[src/rtl/uart_tx_serializer.sv]
// Byte-to-serial UART transmitter, LSB first, 1 or 2 stop bits; even parity bit when UART_TX_PARITY_EN is defined.
// Start bit appears 1 clk after the handshake; o_ready stays low for the whole frame (no queuing).
module uart_tx_serializer #(
  parameter int CLKS_PER_BIT = 434,
  parameter int STOP_BITS    = 1
) (
  input  logic       i_clk,
  input  logic       i_rst_n,
  input  logic [7:0] i_data,
  input  logic       i_valid,
  output logic       o_ready,
  output logic       o_txd,
  output logic       o_busy,
  output logic       o_done
);

  localparam int CW = (CLKS_PER_BIT > 1) ? $clog2(CLKS_PER_BIT) : 1;
  localparam logic [CW-1:0] CNT_LAST  = CW'(CLKS_PER_BIT - 1);
  localparam logic [2:0]    STOP_LAST = 3'(STOP_BITS - 1);

  generate
    if (CLKS_PER_BIT < 2 || CLKS_PER_BIT > 65535) begin : g_bad_clks_per_bit
      $error("uart_tx_serializer: CLKS_PER_BIT must be in 2..65535");
    end
    if (STOP_BITS < 1 || STOP_BITS > 2) begin : g_bad_stop_bits
      $error("uart_tx_serializer: STOP_BITS must be 1 or 2");
    end
  endgenerate

  typedef enum logic [2:0] {
    S_IDLE   = 3'd0,
    S_START  = 3'd1,
    S_DATA   = 3'd2,
    S_STOP   = 3'd3
`ifdef UART_TX_PARITY_EN
    , S_PARITY = 3'd4
`endif
  } state_t;

  state_t        state_q;
  logic [CW-1:0] cnt_q, cnt_d;
  logic [2:0]    idx_q;
  logic [7:0]    shift_q;
  logic          txd_q, ready_q, busy_q, done_q;
  logic          tick;
`ifdef UART_TX_PARITY_EN
  logic          par_q;
`endif

  always_comb begin
    tick  = (cnt_q == CNT_LAST);
    cnt_d = tick ? '0 : cnt_q + CW'(1);
  end

  always_ff @(posedge i_clk or negedge i_rst_n) begin
    if (!i_rst_n) begin
      state_q <= S_IDLE;
      cnt_q   <= '0;
      idx_q   <= '0;
      shift_q <= '0;
      txd_q   <= 1'b1;
      ready_q <= 1'b1;
      busy_q  <= 1'b0;
      done_q  <= 1'b0;
`ifdef UART_TX_PARITY_EN
      par_q   <= 1'b0;
`endif
    end else begin
      done_q <= 1'b0;
      case (state_q)
        S_IDLE: begin
          // o_ready is high in every IDLE cycle, so i_valid alone is the handshake here
          if (i_valid) begin
            state_q <= S_START;
            cnt_q   <= '0;
            shift_q <= i_data;
            txd_q   <= 1'b0;
            ready_q <= 1'b0;
            busy_q  <= 1'b1;
`ifdef UART_TX_PARITY_EN
            par_q   <= ^i_data;
`endif
          end
        end
        S_START: begin
          cnt_q <= cnt_d;
          if (tick) begin
            state_q <= S_DATA;
            idx_q   <= '0;
            txd_q   <= shift_q[0];
          end
        end
        S_DATA: begin
          cnt_q <= cnt_d;
          if (tick) begin
            shift_q <= shift_q >> 1;
            if (idx_q == 3'd7) begin
              idx_q <= '0;
`ifdef UART_TX_PARITY_EN
              state_q <= S_PARITY;
              txd_q   <= par_q;
`else
              state_q <= S_STOP;
              txd_q   <= 1'b1;
`endif
            end else begin
              idx_q <= idx_q + 3'd1;
              txd_q <= shift_q[1];
            end
          end
        end
`ifdef UART_TX_PARITY_EN
        S_PARITY: begin
          cnt_q <= cnt_d;
          if (tick) begin
            state_q <= S_STOP;
            idx_q   <= '0;
            txd_q   <= 1'b1;
          end
        end
`endif
        S_STOP: begin
          cnt_q <= cnt_d;
          if (tick) begin
            if (idx_q == STOP_LAST) begin
              state_q <= S_IDLE;
              idx_q   <= '0;
              done_q  <= 1'b1;
              ready_q <= 1'b1;
              busy_q  <= 1'b0;
            end else begin
              idx_q <= idx_q + 3'd1;
            end
          end
        end
        default: state_q <= S_IDLE;
      endcase
    end
  end

  assign o_txd   = txd_q;
  assign o_ready = ready_q;
  assign o_busy  = busy_q;
  assign o_done  = done_q;

endmodule

[config.mk]
export PLATFORM = sky130hd
export DESIGN_NAME = uart_tx_serializer
export DESIGN_NICKNAME = d
export VERILOG_FILES = /design/src/rtl/uart_tx_serializer.sv
export SDC_FILE = /design/constraint.sdc
export NUM_CORES = 1
export LEC_CHECK = 0
export CELL_PAD_IN_SITES_DETAIL_PLACEMENT = 2
export CELL_PAD_IN_SITES_GLOBAL_PLACEMENT = 2
export CORE_MARGIN = 2
export CORE_UTILIZATION = 39
export DETAILED_ROUTE_END_ITERATION = 10
export GPL_ROUTABILITY_DRIVEN = 0
export GPL_TIMING_DRIVEN = 1
export HOLD_SLACK_MARGIN = 0.05
export PLACE_DENSITY = 0.79
export SYNTH_ARGS = -nofsm -noshare
export SYNTH_HDL_FRONTEND = slang
export SYNTH_SLANG_ARGS = --single-unit
[constraint.sdc]
create_clock -name i_clk -period 3.44 [get_ports i_clk]
set_input_delay 0.688 -clock i_clk [delete_from_list [all_inputs] [get_ports i_clk]]
set_output_delay 0.688 -clock i_clk [all_outputs]
set_load 0.01 [all_outputs]
==> metrics.md <==
| Metric | Value |
|---|---|
| Outcome | finished, final reports clean |
| Slew @ Worst Pin | 0.588 ns |
| Synth warn | 0 |
| Startpoint types | flop |
| CP Max Fanout | 17 |
| Slowest cell on crit path | ha_1 |
| Detailed Place HPWL | 2.92 mm |
| HP Class | flop to flop |
| Setup Crit Path Kind | flop to flop |
| FP Rows | 22 |
| Top-level I/O count | 15 |
| Multi-input gate area | about 800 um^2 |
| Worst EP required | 3.61 ns |
| Main flop type after synthesis | dfrtp_1 |
| Setup Skew | 0.00380 ns |
| Largest net degree at the start of global routing | 27 |
| RSZ-0062 raised after global routing | no |
| Relative slew margins | 60.8% |
| Clock Latency Late Sink | 0.27 ns |
| Inserted Diodes | 0 |
| GRT Resource Usage Total | 20.3% |
| Synth Register Bits | 26 |
| Int Power | 419 uW |
| Root buf cell | clkbuf_8 |
| EDFF count, synth | 0 |
| Syn Inst Count | 150 |
| Combinational power share | 3.7% |
| DRC | 0 |
| Static leakage | 0.000830 uW |
| Die area | 4440 um^2 |
| Fin crit period | 2.33 ns |
| Starting density of the core | roughly 40% |
| Number of global-route vias before repair | 1369 |
| Cts bufs inserted | 3 |
| Async SR Flop Fraction | 100% |
| Core area | 3720 um^2 |
| Net Sw Frac | 20.7% |
| Fillers | 393 |
| Final Cell Area | 1770 um^2 |
| PD cells | 298 nW/um^2 |
| Drt initial violations | 43 |
| Worst EP arrival | between 2 and 3 ns |
| Setup TNS | 0 ns |
| Worst reg2reg path depth | 6 |
| Critical path depth | 6 |
| Die height | ~67 um |
| Clk sinks | 26 |
| Number of routed nets with antenna violations | 0 |
| Post-CTS sizing | 0 |
| Final Hold Fails | 0 |
| Critical Path Max Stage Delay | 0.55 ns |
| VDD IR-drop max | ~0.19 mV |
| Delay-heaviest family, CP | compound AO/OA/AOI/OAI gates |
| IO Port Bufs | 14 |
| Post-Syn Nets | between 150 and 200 |
| Fmax | 428 MHz |
| Drt total wl | 3.90 mm |
| Reg area | 653 um^2 |
| DR WL/cell | 18.4 um |
| Sequential area share after synthesis | 42.7% |
| Initial antenna violation count | 0 |
| DRT Pass-1 Iters | 4 |
| GRT overflow | 0 |
| Psw | 109 uW |
| Worst Setup End Kind | flop |
| Post-CTS Setup Inserts | 0 |
| Clk pwr share | 38.5% |
| Post-synth cell types | 45 |
| Final #Nets | 186 |
| Sequential cell fraction of total power | 57.9% |
| Cell Area, Synth | 1530 um^2 |
| H-tree depth | 1 |
| Hold buffers post-CTS | 0 |
| # setup viols final | 0 |
| DR vias | 1193 |
| Clock slew seen by the registers of the worst setup and hold paths | 0.09 ns |
| Final slew viol count | 0 |
| Bufs and invs on worst path | 1 |
| Cells along the critical path | inv_1 > ha_1 > nand2b_1 > a41oi_2 > nand2b_1 > o221a_2 |
| DP Area | between 1500 and 2000 um^2 |
| CTS tree | done |
| CP dominant cell by count | nand2b_1 |
| First-pass GRT wire length | 6.71 mm |
| Vias per cell | 5.63 |
| Die X | 66.6 um |
| Max Cap Viol | 0 |
| Share of cells above drive strength 1 | between 10% and 20% |
| Area Growth Syn to Fin | 16.0% |
| Syn Area/Cell | 10.2 um^2 |
| Final period utilization | 67.9% |
| Longest Clk Path Bufs | 2 |
| Hold depth | 1 |
final cells by class:
type,count,share of cell area (%)
sequential,26,36.8
multi-input combinational,109,46.1
timing repair buffer,16,8.74
tap,48,3.39
clock buffer,4,3.10
inverter,9,1.90
per-layer routing:
layer,GRT usage (%),vias to the layer above,part of all wire (%)
met1,25.5,611,47
li1,-,567,-
met5,0,-,0
met3,2.87,5,1.6
met2,35.6,10,51
met4,6.38,0,1.2
stage by stage:
| step | hold WS, ns | cells | util (%) | setup WS [ns] | power (uW) |
|---|---|---|---|---|---|
| 3_5_place_dp | 0.503 | 208 | 46.3 | 1.02 | 331 |
| 3_3_place_gp | 0.503 | 208 | 46.3 | 1.08 | 331 |
| 2_1_floorplan | 0.392 | 150 | - | 1.71 | 312 |
| 5_1_grt | 0.528 | 212 | 47.7 | 0.935 | 548 |
| 4_1_cts | 0.518 | 212 | 47.7 | 1.13 | 535 |
| 6_report | 0.514 | 212 | 47.7 | 1.11 | 528 |
cell families after synthesis:
| kind of cell | synth area share (%) |
|---|---|
| buffers and inverters | 3.85 |
| xor gates and xnor gates | 1.15 |
| muxes | 3.03 |
| and+or+nand+nor | 21.4 |
| adders and majority gates | 8.18 |
| AOI/OAI and AO/OA | 19.6 |
| DFF | 42.7 |
flip-flops by register name, indices dropped and copies added, names as in the netlist:
signal,flops
o_busy,1
o_done,1
cnt_q,9
o_ready,1
o_txd,1
shift_q,8
idx_q,3
state_q,2
final timing paths:
path | startpoint | endpoint | slack (ns)
max | state_q[0] | shift_q[4] | 1.11
max reg2reg | state_q[0] | shift_q[4] | 1.11
min in group asynchronous | i_rst_n | cnt_q[3] | 0.78
min | o_txd | o_txd | 0.51
min reg2reg | o_txd | o_txd | 0.51
max in group asynchronous | i_rst_n | o_ready | 2.35
power by group through the flow:
stage	Clock (uW)	Sequential, uW	Combinational [uW]
floorplan	0	312	0.176
global placement	0	311	19.7
detailed placement	0	311	20.0
CTS	209	306	20.1
global route	221	306	21.6
finish	203	305	19.3
placed cells by master, fill, tap and decap left out, types with 2 or more instances in the layout:
master,Yosys,layout
nand2b_1,11,11
clkbuf_8,0,4
a31oi_1,3,3
nand4_1,2,2
nand2_1,13,13
ha_1,10,10
and4_1,3,3
o221a_2,7,7
inv_1,9,9
o21ai_0,6,6
mux2i_1,2,2
o21bai_1,2,2
o22ai_1,2,2
nand3_1,2,2
clkdlybuf4s50_1,0,14
dfrtp_1,24,24
nor2b_1,2,2
buf_4,0,2
dfstp_2,2,2
a21oi_1,12,12
nor2_1,7,7
cells in the mapped netlist, types with 2 or more instances:
cell type | count | share of area [%]
and4_1 | 3 | 1.7
o22ai_1 | 2 | 0.82
inv_1 | 9 | 2.2
nand3_1 | 2 | 0.65
ha_1 | 10 | 8.2
dfrtp_1 | 24 | 39
nor2b_1 | 2 | 0.82
nand2_1 | 13 | 3.2
o221a_2 | 7 | 5.2
a31oi_1 | 3 | 1.2
dfstp_2 | 2 | 3.4
o21ai_0 | 6 | 2.0
a21oi_1 | 12 | 3.9
clkbuf_1 | 4 | 0.98
buf_2 | 2 | 0.65
nand4_1 | 2 | 0.82
mux2i_1 | 2 | 1.3
nand2b_1 | 11 | 4.5
nor2_1 | 7 | 1.7
o21bai_1 | 2 | 0.98
(Power assumes the default switching activity.)
